File: config.mk
export PLATFORM = sky130hd
export DESIGN_NAME = blob_lbuf_ctrl_flat
export DESIGN_NICKNAME = d
export VERILOG_FILES = /design/src/rtl/blob_pkg.sv /design/src/rtl/blob_lbuf_ctrl_if.sv /design/src/rtl/blob_lbuf_cnt.sv /design/src/rtl/blob_lbuf_ctrl.sv /design/src/flat_wrapper.sv
export SDC_FILE = /design/constraint.sdc
export NUM_CORES = 1
export LEC_CHECK = 0
export ABC_CLOCK_PERIOD_IN_PS = 3800
export CAP_MARGIN = 10
export CORE_UTILIZATION = 45
export DETAILED_ROUTE_END_ITERATION = 10
export HOLD_SLACK_MARGIN = 0.12
export PLACE_DENSITY = 0.82
export RECOVER_POWER = 25
export SKIP_LAST_GASP = 1
export SLEW_MARGIN = 20
export SYNTH_ARGS = -nofsm -noshare
export SYNTH_HDL_FRONTEND = slang
export SYNTH_SLANG_ARGS = --single-unit
File: constraint.sdc
create_clock -name clk -period 3.8 [get_ports clk]
set_input_delay 1.14 -clock clk [delete_from_list [all_inputs] [get_ports clk]]
set_output_delay 1.14 -clock clk [all_outputs]
set_load 0.02 [all_outputs]
File: src/rtl/blob_pkg.sv
// Shared constants and FSM state encoding for the BLOB line-buffer stage.
package blob_pkg;

   localparam int unsigned COLW  = 14;  // column address width
   localparam int unsigned ROWW  = 12;  // row counter width
   localparam int unsigned WIDTH = 8;   // pixel width

   typedef enum logic [1:0] {
      StIdle  = 2'd0,
      StRun   = 2'd1,
      StDrain = 2'd2
   } state_e;

endpackage

File: src/rtl/blob_lbuf_ctrl_if.sv
// Bundle of the pixel input stream, the labeler output stream and both line-buffer RAM ports.
// The optional m_left signal exists only when BLOB_LBUF_LEFT_EN is defined.
interface blob_lbuf_ctrl_if
   import blob_pkg::*;
#(
   parameter int unsigned AW = COLW,
   parameter int unsigned DW = WIDTH,
   parameter int unsigned RW = ROWW
) ();

   // Pixel input stream
   logic          s_valid;
   logic          s_ready;
   logic [DW-1:0] s_data;

   // Output stream towards the labeler
   logic          m_valid;
   logic          m_ready;
   logic [DW-1:0] m_pix;
   logic [DW-1:0] m_above;
   logic [AW-1:0] m_col;
   logic [RW-1:0] m_row;
   logic          m_eol;
   logic          m_eof;
`ifdef BLOB_LBUF_LEFT_EN
   logic [DW-1:0] m_left;
`endif

   // Line-buffer RAM: port A writes, port B reads combinationally
   logic [AW-1:0] ram_addra;
   logic          ram_wea;
   logic [DW-1:0] ram_dina;
   logic [AW-1:0] ram_addrb;
   logic [DW-1:0] ram_doutb;

`ifdef BLOB_LBUF_LEFT_EN
   modport slave (
      input  s_valid, s_data, m_ready, ram_doutb,
      output s_ready, m_valid, m_pix, m_above, m_col, m_row, m_eol, m_eof, m_left,
             ram_addra, ram_wea, ram_dina, ram_addrb
   );
   modport master (
      output s_valid, s_data, m_ready, ram_doutb,
      input  s_ready, m_valid, m_pix, m_above, m_col, m_row, m_eol, m_eof, m_left,
             ram_addra, ram_wea, ram_dina, ram_addrb
   );
`else
   modport slave (
      input  s_valid, s_data, m_ready, ram_doutb,
      output s_ready, m_valid, m_pix, m_above, m_col, m_row, m_eol, m_eof,
             ram_addra, ram_wea, ram_dina, ram_addrb
   );
   modport master (
      output s_valid, s_data, m_ready, ram_doutb,
      input  s_ready, m_valid, m_pix, m_above, m_col, m_row, m_eol, m_eof,
             ram_addra, ram_wea, ram_dina, ram_addrb
   );
`endif

endinterface

File: src/rtl/blob_lbuf_cnt.sv
// Column/row raster counter with end-of-line and end-of-frame flags.
// The counters stop at the last pixel of the frame; a new clear restarts them.
module blob_lbuf_cnt
   import blob_pkg::*;
#(
   parameter int unsigned AW = COLW,
   parameter int unsigned RW = ROWW
) (
   input  logic          clk,
   input  logic          rst,
   input  logic          clr_i,
   input  logic          inc_i,
   input  logic [AW-1:0] width_i,
   input  logic [RW-1:0] height_i,
   output logic [AW-1:0] col_o,
   output logic [RW-1:0] row_o,
   output logic          eol_o,
   output logic          eof_o
);

   logic [AW-1:0] col_q, col_d;
   logic [RW-1:0] row_q, row_d;
   logic          eol, eof;

   assign eol = (col_q == width_i - AW'(1));
   assign eof = eol && (row_q == height_i - RW'(1));

   // Next count: clear on frame start, advance/wrap on each accepted pixel
   always_comb begin
      col_d = col_q;
      row_d = row_q;
      if (clr_i) begin
         col_d = '0;
         row_d = '0;
      end else if (inc_i && !eof) begin
         if (eol) begin
            col_d = '0;
            row_d = row_q + RW'(1);
         end else begin
            col_d = col_q + AW'(1);
         end
      end
   end

   // Counter state
   always_ff @(posedge clk or posedge rst) begin
      if (rst) begin
         col_q <= '0;
         row_q <= '0;
      end else begin
         col_q <= col_d;
         row_q <= row_d;
      end
   end

   assign col_o = col_q;
   assign row_o = row_q;
   assign eol_o = eol;
   assign eof_o = eof;

endmodule

File: src/rtl/blob_lbuf_ctrl.sv
// Line-buffer controller for the BLOB connected-component stage.
// Writes the current row into the external line buffer while reading the previous row at the
// same column, and presents pixel, above-neighbour and coordinates to the labeler.
// Optional feature macro: BLOB_LBUF_LEFT_EN adds the m_left (left-neighbour) output.
module blob_lbuf_ctrl
   import blob_pkg::*;
#(
   parameter int unsigned AW = COLW,
   parameter int unsigned DW = WIDTH,
   parameter int unsigned RW = ROWW
) (
   input  logic              clk,
   input  logic              rst,
   input  logic              start_i,
   input  logic [AW-1:0]     cfg_width_i,
   input  logic [RW-1:0]     cfg_height_i,
   output logic              busy_o,
   output logic              frame_done_o,
   blob_lbuf_ctrl_if.slave   bus_io
);

   state_e        state_q;
   logic [AW-1:0] width_q;
   logic [RW-1:0] height_q;
   logic          busy_q;
   logic          frame_done_q;
   logic          m_valid_q;
   logic [DW-1:0] m_pix_q;
   logic [DW-1:0] m_above_q;
   logic [AW-1:0] m_col_q;
   logic [RW-1:0] m_row_q;
   logic          m_eol_q;
   logic          m_eof_q;
`ifdef BLOB_LBUF_LEFT_EN
   logic [DW-1:0] m_left_q;
`endif

   logic          start_ok;
   logic          s_ready;
   logic          accept;
   logic [AW-1:0] cnt_col;
   logic [RW-1:0] cnt_row;
   logic          cnt_eol;
   logic          cnt_eof;

   assign start_ok = start_i && (state_q == StIdle) &&
                     (cfg_width_i != '0) && (cfg_height_i != '0);
   // No skid buffer: a new pixel may only enter when the output register is free or draining
   assign s_ready  = (state_q == StRun) && (!m_valid_q || bus_io.m_ready);
   assign accept   = bus_io.s_valid && s_ready;

   blob_lbuf_cnt #(
      .AW (AW),
      .RW (RW)
   ) u_cnt (
      .clk      (clk),
      .rst      (rst),
      .clr_i    (start_ok),
      .inc_i    (accept),
      .width_i  (width_q),
      .height_i (height_q),
      .col_o    (cnt_col),
      .row_o    (cnt_row),
      .eol_o    (cnt_eol),
      .eof_o    (cnt_eof)
   );

   // Frame sequencing FSM together with the registered output beat
   always_ff @(posedge clk or posedge rst) begin
      if (rst) begin
         state_q      <= StIdle;
         width_q      <= '0;
         height_q     <= '0;
         busy_q       <= 1'b0;
         frame_done_q <= 1'b0;
         m_valid_q    <= 1'b0;
         m_pix_q      <= '0;
         m_above_q    <= '0;
         m_col_q      <= '0;
         m_row_q      <= '0;
         m_eol_q      <= 1'b0;
         m_eof_q      <= 1'b0;
`ifdef BLOB_LBUF_LEFT_EN
         m_left_q     <= '0;
`endif
      end else begin
         frame_done_q <= 1'b0;

         if (accept) begin
            m_valid_q <= 1'b1;
            m_pix_q   <= bus_io.s_data;
            // Row 0 has no valid previous row; this also masks stale RAM after a reset
            m_above_q <= (cnt_row == '0) ? '0 : bus_io.ram_doutb;
            m_col_q   <= cnt_col;
            m_row_q   <= cnt_row;
            m_eol_q   <= cnt_eol;
            m_eof_q   <= cnt_eof;
`ifdef BLOB_LBUF_LEFT_EN
            // m_pix_q still holds the previously accepted pixel at this edge
            m_left_q  <= (cnt_col == '0) ? '0 : m_pix_q;
`endif
         end else if (bus_io.m_ready) begin
            m_valid_q <= 1'b0;
         end

         unique case (state_q)
            StIdle: begin
               if (start_ok) begin
                  width_q  <= cfg_width_i;
                  height_q <= cfg_height_i;
                  busy_q   <= 1'b1;
                  state_q  <= StRun;
               end
            end
            StRun: begin
               if (accept && cnt_eof) begin
                  state_q <= StDrain;
               end
            end
            StDrain: begin
               if (m_valid_q && bus_io.m_ready) begin
                  state_q      <= StIdle;
                  busy_q       <= 1'b0;
                  frame_done_q <= 1'b1;
               end
            end
            default: begin
               state_q <= StIdle;
               busy_q  <= 1'b0;
            end
         endcase
      end
   end

   assign busy_o         = busy_q;
   assign frame_done_o   = frame_done_q;

   assign bus_io.s_ready = s_ready;
   assign bus_io.m_valid = m_valid_q;
   assign bus_io.m_pix   = m_pix_q;
   assign bus_io.m_above = m_above_q;
   assign bus_io.m_col   = m_col_q;
   assign bus_io.m_row   = m_row_q;
   assign bus_io.m_eol   = m_eol_q;
   assign bus_io.m_eof   = m_eof_q;
`ifdef BLOB_LBUF_LEFT_EN
   assign bus_io.m_left  = m_left_q;
`endif

   // Write the current pixel and read the previous row at the same column
   assign bus_io.ram_wea   = accept;
   assign bus_io.ram_addra = cnt_col;
   assign bus_io.ram_dina  = accept ? bus_io.s_data : '0;
   assign bus_io.ram_addrb = cnt_col;

endmodule

File: src/flat_wrapper.sv
// flat-port wrapper written by rule: the top's interface ports become plain ports
module blob_lbuf_ctrl_flat import blob_pkg::*;
#(
   parameter int unsigned AW = COLW,
   parameter int unsigned DW = WIDTH,
   parameter int unsigned RW = ROWW
)
  (clk, rst, start_i, cfg_width_i, cfg_height_i, busy_o, frame_done_o, bus_io_s_valid, bus_io_s_data, bus_io_m_ready, bus_io_ram_doutb, bus_io_s_ready, bus_io_m_valid, bus_io_m_pix, bus_io_m_above, bus_io_m_col, bus_io_m_row, bus_io_m_eol, bus_io_m_eof, bus_io_ram_addra, bus_io_ram_wea, bus_io_ram_dina, bus_io_ram_addrb);
  blob_lbuf_ctrl_if #(.AW(AW), .DW(DW), .RW(RW)) bus_io_i ();
  input  logic clk;
  input  logic rst;
  input  logic start_i;
  input  logic [AW-1:0] cfg_width_i;
  input  logic [RW-1:0] cfg_height_i;
  output logic busy_o;
  output logic frame_done_o;
  input wire logic [$bits(bus_io_i.s_valid)-1:0] bus_io_s_valid;
  input wire logic [$bits(bus_io_i.s_data)-1:0] bus_io_s_data;
  input wire logic [$bits(bus_io_i.m_ready)-1:0] bus_io_m_ready;
  input wire logic [$bits(bus_io_i.ram_doutb)-1:0] bus_io_ram_doutb;
  output wire logic [$bits(bus_io_i.s_ready)-1:0] bus_io_s_ready;
  output wire logic [$bits(bus_io_i.m_valid)-1:0] bus_io_m_valid;
  output wire logic [$bits(bus_io_i.m_pix)-1:0] bus_io_m_pix;
  output wire logic [$bits(bus_io_i.m_above)-1:0] bus_io_m_above;
  output wire logic [$bits(bus_io_i.m_col)-1:0] bus_io_m_col;
  output wire logic [$bits(bus_io_i.m_row)-1:0] bus_io_m_row;
  output wire logic [$bits(bus_io_i.m_eol)-1:0] bus_io_m_eol;
  output wire logic [$bits(bus_io_i.m_eof)-1:0] bus_io_m_eof;
  output wire logic [$bits(bus_io_i.ram_addra)-1:0] bus_io_ram_addra;
  output wire logic [$bits(bus_io_i.ram_wea)-1:0] bus_io_ram_wea;
  output wire logic [$bits(bus_io_i.ram_dina)-1:0] bus_io_ram_dina;
  output wire logic [$bits(bus_io_i.ram_addrb)-1:0] bus_io_ram_addrb;
  assign bus_io_i.s_valid = bus_io_s_valid;
  assign bus_io_i.s_data = bus_io_s_data;
  assign bus_io_i.m_ready = bus_io_m_ready;
  assign bus_io_i.ram_doutb = bus_io_ram_doutb;
  assign bus_io_s_ready = bus_io_i.s_ready;
  assign bus_io_m_valid = bus_io_i.m_valid;
  assign bus_io_m_pix = bus_io_i.m_pix;
  assign bus_io_m_above = bus_io_i.m_above;
  assign bus_io_m_col = bus_io_i.m_col;
  assign bus_io_m_row = bus_io_i.m_row;
  assign bus_io_m_eol = bus_io_i.m_eol;
  assign bus_io_m_eof = bus_io_i.m_eof;
  assign bus_io_ram_addra = bus_io_i.ram_addra;
  assign bus_io_ram_wea = bus_io_i.ram_wea;
  assign bus_io_ram_dina = bus_io_i.ram_dina;
  assign bus_io_ram_addrb = bus_io_i.ram_addrb;
  blob_lbuf_ctrl #(.AW(AW), .DW(DW), .RW(RW)) u_core (.clk(clk), .rst(rst), .start_i(start_i), .cfg_width_i(cfg_width_i), .cfg_height_i(cfg_height_i), .busy_o(busy_o), .frame_done_o(frame_done_o), .bus_io(bus_io_i));
endmodule
# Word level (Yosys, flattened, before mapping)
# Cells that the tools add are included.
dict set report word_totals {
  input_bits 47
  reg_bits 101
  elab_cells 68
}
dict set report op_classes {
  muxes 19
  add_sub_neg 4
  bitwise_logic 1
  reduce_logical 23
  eq_ne 7
}
# op n
set op_table {}
lappend op_table {{$mux W14} 3}
lappend op_table {{$mux W12} 3}
lappend op_table {{$mux W8} 2}
lappend op_table {{$add A14 B1 Y14 const B} 1}
lappend op_table {{$eq A14 B14 Y1} 1}
lappend op_table {{$reduce_bool A14 Y1} 1}
lappend op_table {{$sub A14 B1 Y14 const B} 1}
lappend op_table {{$add A12 B1 Y12 const B} 1}
lappend op_table {{$eq A12 B12 Y1} 1}
lappend op_table {{$logic_not A12 Y1} 1}
lappend op_table {{$reduce_bool A12 Y1} 1}
lappend op_table {{$sub A12 B1 Y12 const B} 1}
lappend op_table {{$logic_and A1 B1 Y1} 9}
lappend op_table {{$mux W1} 6}
lappend op_table {{$mux W2} 3}
lappend op_table {{$pmux W2 S3} 1}
lappend op_table {{$reduce_and A3 Y1} 2}
lappend op_table {{$reduce_bool A2 Y1} 3}
lappend op_table {{$ne A2 B1 Y1 const B} 2}
lappend op_table {{$reduce_and A2 Y1} 2}
lappend op_table {{$pmux W1 S3} 1}
lappend op_table {{$eq A2 B1 Y1 const B} 1}
lappend op_table {{$eq A2 B2 Y1 const B} 1}
lappend op_table {{$logic_not A1 Y1} 2}
lappend op_table {{4 further kinds} 4}

# Longest topological paths before layout
dict set report depth {
  ltp_word 7
  ltp_mapped 12
  ltp_nobuf 9
}

# Modules after synthesis
# Synthesis repeated with hierarchy kept, for this count alone.
dict set report unflattened {
  cells_unflattened 577
  hier_area_um2 5788.1
}
# module instances area_per_inst_um2 cells_each seq_area_each_um2
set modules_own_cells {}
lappend modules_own_cells {blob_lbuf_ctrl 1 3145.5 268 1876.8}
lappend modules_own_cells {blob_lbuf_cnt 1 2642.5 309 650.6}

# Least setup slack after synthesis
# No wires, ideal clock.
dict set report synth_timing {
  path_kind {input port to output port}
  start {input bus_io_m_ready}
  end {output bus_io_ram_wea}
  n_path_buf 2
  t_arrival_ns 2.942
  required_time_ns 2.660
  cell_stages 6
  path_slack_ns -0.282
  cell_sequence {inv_1 -> a21oi_1 -> nand2_1 -> clkinv_1 -> clkbuf_1 -> buf_1}
}
dict set report synth_via {
  elab_chain_len 3
}
# item line_no
set synth_rtl {}
lappend synth_rtl {{start, declared} flat_wrapper.sv:19} ;# input wire logic [$bits(bus_io_i.m_ready)-1:0] bus_io_m_ready;
lappend synth_rtl {{$logic_or A1 B1 Y1} blob_lbuf_ctrl.sv:49} ;# assign s_ready = (state_q == StRun) && (!m_valid_q || bus_io.m_ready);
lappend synth_rtl {{$logic_and A1 B1 Y1} blob_lbuf_ctrl.sv:49}
lappend synth_rtl {{net bus_io_s_ready} flat_wrapper.sv:21} ;# output wire logic [$bits(bus_io_i.s_ready)-1:0] bus_io_s_ready;
lappend synth_rtl {{$logic_and A1 B1 Y1} blob_lbuf_ctrl.sv:50} ;# assign accept = bus_io.s_valid && s_ready;
lappend synth_rtl {{end, declared} flat_wrapper.sv:30} ;# output wire logic [$bits(bus_io_i.ram_wea)-1:0] bus_io_ram_wea;
# The timed path passes the listed nets, and every way through them passes these cells.

# Worst setup path after layout
dict set report layout_timing {
  start {input bus_io_m_ready}
  end {output bus_io_ram_dina[1]}
}
dict set report layout_via {
  elab_chain_len 4
}
# item line_no
set layout_rtl {}
lappend layout_rtl {{$logic_or A1 B1 Y1} blob_lbuf_ctrl.sv:49}
lappend layout_rtl {{$logic_and A1 B1 Y1} blob_lbuf_ctrl.sv:49}
lappend layout_rtl {{$logic_and A1 B1 Y1} blob_lbuf_ctrl.sv:50}
lappend layout_rtl {{$mux W8} blob_lbuf_ctrl.sv:153} ;# assign bus_io.ram_dina = accept ? bus_io.s_data : '0;
lappend layout_rtl {{end, declared} flat_wrapper.sv:31} ;# output wire logic [$bits(bus_io_i.ram_dina)-1:0] bus_io_ram_dina;
# No other way between the ends.

==> impl_metrics.yaml <==
detailed_routing:
  drt_first_pass_iters: 8
  routed_wl_mm: 15.0
  first_iter_violations: 343
  vias_per_cell: 5.65
  final_antenna_net_count: 0
  vias: 5143
  wl_per_cell_um: 16.5
  drc: 0
clock_network:
  cts_tree: "done"
  cts_root_buffer: "clkbuf_16"
  cts_sinks: 101
  htreeDepth: 3
  cts-buffers-inserted: 9
  path_clk_slew_ns: 0.06
  cts_buffer_depth: 2
  clk_latency_ns: 0.35
sta:
  fmax_ghz: 0.271
  period_needed_ns: 3.69
  period_share_pct: 97.0
  slew-limit-headroom_pct: -37.3
  final_hold_viol_count: 0
  drv_slew: 52
  fin_skew_ns: 0.00803
  tightest_slew_ns: 2.06
  rsz0062_at_grt: "false"
  fin_setup_tns_ns: 0
  setup-violations-final: 0
final_layout:
  n_fill_cell: 1037
  final_cell_mix: "169 x nand2_1, 120 x clkdlybuf4s50_1, 101 x dfrtp_1, 22 x nor2_1, 21 x nor3_1"
  syn2layout_area_growth_pct: 30.1
  fin_nets: 790
  regArea_sq_um: 2530
  fin_area_sq_um: 7280
  mostFrequentLayoutCell: "nand2_1"
  multiInputGateArea_sq_um: 2770
  antennaDiodeCount: 0
  drive_gt1_share_pct: 6.19
place:
  io_buffer_count: 131
  post-dp-hpwl_mm: 10.7
  placed_area_sq_um: 6980
  gp_congestion: 0.870
critical_path:
  crit-reg2reg-capture: "u_core.u_cnt.row_o[8]"
  r2r_slack_ns: 0.36
  path_class: "input pin to output pin"
  end_kind: "output pin"
  arrival_ns: 2.55
  worstSetupStartpointType: "input pin"
  worstPathCellList: "clkdlybuf4s50_1, inv_1, a21oi_2, buf_4, and3_1, dlygate4sd2_1"
  slowest_stage: "clkdlybuf4s50_1"
  regToRegStartpoint: "u_core.width_q[0]"
  rr_worst_depth: 9
  worst_ep_required_time_ns: 2.66
  path_max_fanout: 10
  critPathBufInv: 4
  crit_family: "buffers and inverters"
  cpPeakStageDelay_ns: 0.50
pwr:
  switchingPower_mw: 1.66
  finalPower_mw: 4.27
  clkPwrFrac_pct: 22.0
  pwr-share-comb_pct: 39.0
  power.leakage_nw: 3.24
  p_per_area_nw_per_um2: 587
  switching_share_pct: 38.8
  pwr-share-seq_pct: 39.0
  vdd_drop_max_v: 0.000237
  power.internal_mw: 2.61
die:
  pin_count: 132
  rows: 40
  die_x_um: 113
  die_h_um: 113
  start_util_pct: 46.4
  fp.coreArea_sq_um: 12100
  die_area_sq_um: 12900
synth:
  ys.flop_type: "dfrtp_1"
  synthDistinctLibCells: 59
  netlist_area_sq_um: 5590
  ys_async_sr_fraction_pct: 100
  ys_warn_count: 0
  synth_area_per_cell_sq_um: 8.80
  synth_edf_count: 0
  yosysTopAreaCell: "dfrtp_1"
  ys_ff_latch: 101
  synthCells: 636
  yosysSeqAreaShare_pct: 45.2
  syn_nets: 688
  yosysTopAreaCellShare_pct: 45.2
  synth_area_leaders: "dfrtp_1 45%, nand2_1 11%, xnor2_1 2.8%, xor2_1 2.8%, clkbuf_1 2.0%"
global_route:
  grt_usage_pct: 23.8
  overflow: 0
  antenna_found_initial: 0
  grt_pass1_vias: 5110
  grt_pass1_wl_mm: 24.5
  grt_max_degree: 63
run:
  maxCapViolations: 1
hold_path:
  hold_depth: 1
  hp-class: "register to register"
  hp-start: "u_core.bus_io.m_pix[6]"
  hold_end: "u_core.bus_io.m_pix[6]"
run_status:
  status: "finished with violations"
  violations: "max-capacitance violations, max-slew violations"
==> final cells by class <==
cell class / count / share of cell area, %
sequential: 101 / 34.7
clock inverter: 5 / 0.791
tap: 168 / 2.89
clock buffer: 11 / 3.34
multi-input combinational: 468 / 38.0
inverter: 12 / 0.619
timing repair buffer: 146 / 19.6
==> power by group through the flow <==
stage	Clock (mW)	Combinational [mW]	Sequential, mW
final	0.941	1.67	1.67
after global routing	0.999	1.84	1.70
after CTS	0.953	1.67	1.66
after detailed placement	0	1.66	1.67
after global placement	0	1.60	1.66
after floorplan	0	1.12	1.64
==> worst reg2reg max path, cell delays in order (launching register included) <==
cell and delay (ns):
dfrtp_1 0.43, inv_1 0.11, ha_1 0.23, or4b_1 0.63, nor4_4 0.22, o211ai_1 0.15
a211o_1 0.33, or4_4 0.54, or4_1 0.55, a21oi_1 0.16
==> cell families after synthesis <==
family / Yosys count / synth area share, %
adder cells (fa/ha/maj): 5 / 1.12
multiplexers: 4 / 0.716
flip-flops: 101 / 45.2
AO/OA/AOI/OAI: 106 / 14.0
XOR/XNOR: 36 / 5.64
buffers and inverters: 67 / 5.57
AND/OR/NAND/NOR: 317 / 27.7
==> metal layers <==
layer	vias to the layer above	track usage (%)	share of wire [%]
met4	0	8.77	1.7
met3	22	3.77	4.6
li1	2417	-	-
met1	2525	28.2	41
met5	-	0	0
met2	179	43.5	52
==> through the flow <==
stage | worst slack (ns) | instances | hold slack [ns] | util [%]
floorplan | 0.00234 | 636 | 0.463 | -
global placement | -0.118 | 895 | 0.460 | 57.9
detailed placement | -0.156 | 895 | 0.463 | 57.9
CTS | 0.0446 | 911 | 0.479 | 60.3
global route | 0.0210 | 911 | 0.494 | 60.3
finish | 0.115 | 911 | 0.476 | 60.3
==> registers in the layout, indices dropped and copies added, names as in the netlist <==
register and cells:
u_core.bus_io.m_col 14, u_core.bus_io.m_eof 1, u_core.width_q 14, u_core.bus_io.m_row 12, u_core.busy_o 1, u_core.bus_io.m_pix 8
u_core.frame_done_o 1, u_core.bus_io.m_valid 1, u_core.bus_io.m_eol 1, u_core.u_cnt.row_o 12, u_core.bus_io.m_above 8, u_core.height_q 12
u_core.state_q 2, u_core.u_cnt.col_o 14
==> timing repair <==
action	4_1_cts	5_1_grt
buffers inserted	0	0
gates resized for setup	9	2
hold buffers	0	0
pin swaps	0	0
endpoints found under the setup margin	9	8
==> cells in the mapped netlist, types with 8 or more instances <==
library cell,number
xor2_1,18
o31ai_1,9
a21o_1,10
nand2b_1,8
buf_4,14
dfrtp_1,101
inv_1,11
a221o_1,8
o21ai_0,18
nor3_1,21
clkbuf_1,30
nor4_1,13
nor2_1,22
a21oi_1,11
a22o_1,11
and3_1,12
xnor2_1,18
nand3_1,15
nand2_1,170
==> how the worst max path moves through the flow <==
stage | start | endpoint | slack, ns | cells after the start
global placement | bus_io_m_ready | bus_io_ram_dina[4] | -0.12 | 6
global route | bus_io_m_ready | bus_io_ram_dina[3] | 0.02 | 6
detailed placement | bus_io_m_ready | bus_io_ram_dina[5] | -0.16 | 6
CTS | bus_io_m_ready | bus_io_s_ready | 0.04 | 5
floorplan | bus_io_m_ready | bus_io_ram_wea | 0.002 | 6
finish | bus_io_m_ready | bus_io_ram_dina[1] | 0.11 | 6
(Power assumes the default switching activity.)
